File: src/rtl/dma_channel_dispatcher.sv
// Collects per-channel DMA start requests, commits one arbiter grant per transfer,
// hands the winning channel to the transfer engine and reports per-channel completion.
module dma_channel_dispatcher #(
  parameter int NO_OF_CHANNELS = 4,
  parameter int CHAN_ID_WIDTH  = 2
) (
  input  logic                      clock,
  input  logic                      resetn,
  input  logic [NO_OF_CHANNELS-1:0] chanReq,
  input  logic [NO_OF_CHANNELS-1:0] chanClr,
  output logic [NO_OF_CHANNELS-1:0] arbReq,
  input  logic [NO_OF_CHANNELS-1:0] arbGrant,
  output logic                      arbGrantEn,
  output logic                      startValid,
  input  logic                      startReady,
  output logic [CHAN_ID_WIDTH-1:0]  startChan,
  input  logic                      xferDone,
  input  logic                      xferErr,
  output logic [NO_OF_CHANNELS-1:0] chanDone,
  output logic [NO_OF_CHANNELS-1:0] chanErr,
  output logic                      busy
);

  typedef enum logic [1:0] {IDLE, START, WAIT} state_t;

  state_t                      state_q, state_d;
  logic [NO_OF_CHANNELS-1:0]   pend_q, pend_d;
  logic [NO_OF_CHANNELS-1:0]   grant_q, grant_d;
  logic [CHAN_ID_WIDTH-1:0]    start_chan_q, start_chan_d;
  logic [NO_OF_CHANNELS-1:0]   chan_done_q, chan_done_d;
  logic [NO_OF_CHANNELS-1:0]   chan_err_q, chan_err_d;
  logic [NO_OF_CHANNELS-1:0]   grant_low;
  logic                        handshake;

  // Lowest set bit wins so a malformed multi-hot grant still yields a one-hot grantReg.
  function automatic logic [CHAN_ID_WIDTH-1:0] encode_low(input logic [NO_OF_CHANNELS-1:0] vec);
    encode_low = '0;
    for (int i = NO_OF_CHANNELS - 1; i >= 0; i--) begin
      if (vec[i]) encode_low = CHAN_ID_WIDTH'(i);
    end
  endfunction

  assign grant_low = arbGrant & (~arbGrant + NO_OF_CHANNELS'(1));

  always_comb begin
    state_d      = state_q;
    grant_d      = grant_q;
    start_chan_d = start_chan_q;
    chan_done_d  = '0;
    chan_err_d   = '0;
    arbGrantEn   = 1'b0;
    startValid   = 1'b0;
    handshake    = 1'b0;
    case (state_q)
      IDLE: begin
        arbGrantEn = |pend_q;
        if (arbGrantEn && (|arbGrant)) begin
          grant_d      = grant_low;
          start_chan_d = encode_low(arbGrant);
          state_d      = START;
        end
      end
      START: begin
        startValid = 1'b1;
        if (startReady) begin
          handshake = 1'b1;
          state_d   = WAIT;
        end
      end
      WAIT: begin
        if (xferDone) begin
          if (xferErr) chan_err_d  = grant_q;
          else         chan_done_d = grant_q;
          state_d = IDLE;
        end
      end
      default: state_d = IDLE;
    endcase
    // A new request in the same cycle as any clear keeps the bit set.
    pend_d = (pend_q & ~(chanClr | (handshake ? grant_q : '0))) | chanReq;
  end

  always_ff @(posedge clock) begin
    if (!resetn) begin
      state_q      <= IDLE;
      pend_q       <= '0;
      grant_q      <= '0;
      start_chan_q <= '0;
      chan_done_q  <= '0;
      chan_err_q   <= '0;
    end else begin
      state_q      <= state_d;
      pend_q       <= pend_d;
      grant_q      <= grant_d;
      start_chan_q <= start_chan_d;
      chan_done_q  <= chan_done_d;
      chan_err_q   <= chan_err_d;
    end
  end

  assign arbReq    = pend_q;
  assign startChan = start_chan_q;
  assign chanDone  = chan_done_q;
  assign chanErr   = chan_err_q;
  assign busy      = (state_q != IDLE);

endmodule

File: config.mk
export PLATFORM = sky130hd
export DESIGN_NAME = dma_channel_dispatcher
export DESIGN_NICKNAME = d
export VERILOG_FILES = /design/src/rtl/dma_channel_dispatcher.sv
export SDC_FILE = /design/constraint.sdc
export NUM_CORES = 1
export LEC_CHECK = 0
export ABC_AREA = 0
export ABC_CLOCK_PERIOD_IN_PS = 1400
export BUFFER_PORTS_ARGS = -buffer_cell sky130_fd_sc_hd__buf_4
export CAP_MARGIN = 20
export CELL_PAD_IN_SITES_DETAIL_PLACEMENT = 0
export CELL_PAD_IN_SITES_GLOBAL_PLACEMENT = 1
export CORE_ASPECT_RATIO = 0.75
export CORE_MARGIN = 5
export CORE_UTILIZATION = 32
export CTS_BUF_LIST = sky130_fd_sc_hd__clkbuf_8
export DETAILED_ROUTE_END_ITERATION = 7
export GPL_TIMING_DRIVEN = 0
export HOLD_SLACK_MARGIN = 0.05
export PLACE_DENSITY_LB_ADDON = 0.25
export SLEW_MARGIN = 20
export SYNTH_ARGS = -nofsm -noshare
export SYNTH_HDL_FRONTEND = slang
export SYNTH_SLANG_ARGS = --single-unit
File: constraint.sdc
create_clock -name clock -period 1.4 [get_ports clock]
set_input_delay 0.28 -clock clock [delete_from_list [all_inputs] [get_ports clock]]
set_output_delay 0.28 -clock clock [all_outputs]
set_load 0.05 [all_outputs]
==> metrics.log <==
INFO  metric power_per_cell_area = 1269 nW/µm²
INFO  metric max_freq = 615.7 MHz
INFO  metric clock_latency = 260 ps
INFO  metric r2r-end = startChan[1]$_SDFFE_PN0P_
INFO  metric synthDominantCellAreaShare = 49.77%
INFO  metric synth_cell_types = 23
INFO  metric floorplan.initialDensity = 34.29%
INFO  metric gp_congestion = 0.7597
INFO  metric vias = 770
INFO  metric antenna_cells_inserted = 0
INFO  metric asyncSetResetFlopFracSynth = 0%
INFO  metric drt-wirelength-per-cell = 14.31 µm
INFO  metric setup.worst_path.end_class = output pin
INFO  metric slew_viol_final = 0
INFO  metric dpl_cell_area = 1102 µm²
INFO  metric fp.dieArea = 3627 µm²
INFO  metric grt_start_max_net_pins = 13
INFO  metric detail_route.iter0.violations = 37
INFO  metric cts-buffers-inserted = 3
INFO  metric fin_util = 56.27%
INFO  metric synth.cell_area = 804.5 µm²
INFO  metric worst_slew_pin_slew = 458.1 ps
INFO  metric finalSetupViolCount = 5
INFO  metric cts.path.max_buffers = 2
INFO  metric post-route-worst-setup-slack = -224.0 ps
INFO  metric syn_area_per_cell = 9.693 µm²
INFO  metric synth_flop_cell = dfxtp_1
INFO  metric nNetsFinal = 145
INFO  metric synth_enable_flop_cells = 0
INFO  metric crit_fanout = 3
INFO  metric placeable_area = 2346 µm²
INFO  metric path_clk_slew = 80 ps
INFO  metric number_of_global_route_vias_before_repair = 651
INFO  metric crit_path_top_delay_cell = dfxtp_4
INFO  metric timing.slew.headroom = 69.46%
INFO  metric power_leakage = 0.5750 nW
INFO  metric dp_cells = 149
INFO  metric worst_supply_voltage_drop_on_vdd = 0.5911 mV
INFO  metric combinationalPowerShare = 28.6%
INFO  metric r2r-start = state_q[0]$_SDFFE_PN0P_
INFO  metric dr.pass1.iters = 4
INFO  metric final_design_area_no_fill = 1320 µm²
INFO  metric cp-startpoint = arbReq[1]$_SDFF_PN0_
INFO  metric die_w = 67.90 µm
INFO  metric required_time_at_the_endpoint_of_the_critical_path = 1120 ps
INFO  metric yosys-top-cells-count = 20 x dfxtp_1, 9 x and2_1, 7 x inv_1
INFO  metric power_switching_share = 27.77%
INFO  metric grt-ovfl-total = 0
INFO  metric post_cts_hold_buffer_count = 0
INFO  metric flow.area_growth_from_synthesis = 64.08%
INFO  metric regToRegSetupSlack = -40 ps
INFO  metric floorplan.io_pins = 34
INFO  metric clock_network_fraction_of_design_power = 33.9%
INFO  metric timing.clock.skew = 7.744 ps
INFO  metric violations = negative setup slack
INFO  metric die_height = 53.43 µm
INFO  metric internal_power = 1.210 mW
INFO  metric tritoncts = yes
INFO  metric timing.critical_path.cells = nor4_4, or2_4, clkinvlp_4, buf_8
INFO  metric netlist_top_cells_area = dfxtp_1 50%, and2_1 7.0%, o21a_1 4.7%
INFO  metric worstPathArrival = 1340 ps
INFO  metric timing_hold_violations_final = 0
INFO  metric drcViolationCount = 0
INFO  metric yosysMostFrequentCell = dfxtp_1
INFO  metric finalCriticalPeriod = 1624 ps
INFO  metric cts_num_sinks = 20
INFO  metric groute.usage.overall = 12.16%
INFO  metric seq_power_share = 37.5%
INFO  metric ys.warnings.count = 0
INFO  metric setup_tns = -355.6 ps
INFO  metric detailed_place_hpwl = 1471 µm
INFO  metric portBuffers = 32
INFO  metric synth_area_leader_cell = dfxtp_1
INFO  metric share_of_layout_cells_above_drive_strength_1 = 50.39%
INFO  metric placementRows = 15
INFO  metric cap_violations = 0
INFO  metric grt_first_pass_wirelength = 3118 µm
INFO  metric rsz0062_at_grt = true
INFO  metric worstSetupPathType = flop to output pin
INFO  metric route.detailed.vias_per_inst = 4.783
INFO  metric clk_root_buffer_cell = clkbuf_8
INFO  metric drt-total-wl = 2304 µm
INFO  metric grt_antenna_before_repair = 0
INFO  metric postRouteAntennaNets = 0
INFO  metric final.period_utilization = 116.0%
INFO  metric power.net_switching = 0.4650 mW
INFO  metric postSynthCellCount = 83
INFO  metric h_tree_depth = 1
INFO  metric r2r.worst_path.cells = 5
INFO  metric max_stage_delay = 360 ps
INFO  metric synth.ff_latch_count = 20
INFO  metric yosysSeqAreaShare = 49.77%
INFO  metric crit_path_end = arbGrantEn
INFO  metric timing.hold.worst.class = input pin to flop
INFO  metric totalPowerFinal = 1.675 mW
INFO  metric status = complete, but fails checks
INFO  metric cp-start-kind = flop
INFO  metric mappedNetlistNets = 100
INFO  metric post_layout_nonfiller_instances = 161
## metal layers
| metal | GRT usage (%) | routed length (µm) | vias to the layer above | part of all wire [%] |
|---|---|---|---|---|
| met1 | 15.12 | 948 | 356 | 41 |
| met4 | 4.950 | 31 | 0 | 1.3 |
| met2 | 18.42 | 1160 | 37 | 50 |
| met5 | 0 | 0 | - | 0 |
| met3 | 5.096 | 163 | 4 | 7.1 |
| li1 | - | - | 373 | - |
## kinds of logic after synthesis
| family | count (synthesis) | synth area share [%] |
|---|---|---|
| AND/OR/NAND/NOR | 33 | 24.42 |
| buffers and inverters | 12 | 7.465 |
| AO/OA/AOI/OAI | 18 | 18.35 |
| flip-flops | 20 | 49.77 |
## final cells by class
class	count	area, µm²
fill	222	1026
sequential	20	412.9
multi-input combinational	51	386.6
timing repair buffer	43	369.1
tap	34	42.54
clock buffer	3	41.29
clock inverter	1	30.03
inverter	7	30.03
buffer	2	7.507
## cell usage in the layout, fill, tap and decap left out, types with 2 or more instances in the layout
cell	count
buf_8	3
or2_4	2
o22ai_2	2
o21a_1	5
dfxtp_4	2
dfxtp_1	14
clkbuf_8	3
nor3_1	5
dfxtp_2	4
buf_4	36
nor2_1	6
inv_1	6
a311oi_1	2
o221a_1	3
clkbuf_1	2
buf_6	3
a311oi_2	2
and2_1	9
nand2_1	4
## flip-flops by register name, indices dropped and copies added (netlist names)
register	count
arbReq	4
chanDone	4
chanErr	4
grant_q	4
startChan	2
state_q	2
## power by group through the flow
stage	logic [mW]	registers [mW]	clock network [mW]
final	0.478	0.629	0.567
after global routing	0.501	0.632	0.616
after CTS	0.420	0.628	0.575
after detailed placement	0.345	0.641	0
after global placement	0.346	0.639	0
after floorplan	0.183	0.686	0
## timing repair
item                       CTS  global route
pin swaps                    5             1
setup buffers                8             4
setup endpoints to repair    6            11
hold endpoints to repair     0             0
gates resized for setup     11             9
## metrics by stage
stage	setup WS (ps)	hold slack, ps
5_1_grt	-270.5	214.8
2_1_floorplan	-142.8	403.3
3_3_place_gp	-191.6	492.0
4_1_cts	-279.1	225.1
3_5_place_dp	-174.5	494.5
6_report	-224.0	224.2
## worst min-delay path by stage
stage / startpoint / end / cells after the start
after floorplan: chanReq[1] / arbReq[1]$_SDFF_PN0_ / 1
after CTS: chanReq[3] / arbReq[3]$_SDFF_PN0_ / 2
final: chanReq[3] / arbReq[3]$_SDFF_PN0_ / 2
after global routing: chanReq[3] / arbReq[3]$_SDFF_PN0_ / 2
after detailed placement: chanReq[3] / arbReq[3]$_SDFF_PN0_ / 2
after global placement: chanReq[3] / arbReq[3]$_SDFF_PN0_ / 2
## worst max-delay path: cells and delay by family, from the launching register on
kind	cells	cell delay (ps)
flops	1	360
buf+inv	2	230
simple gates	2	500
No activity file was read; power rests on OpenSTA's default activity.
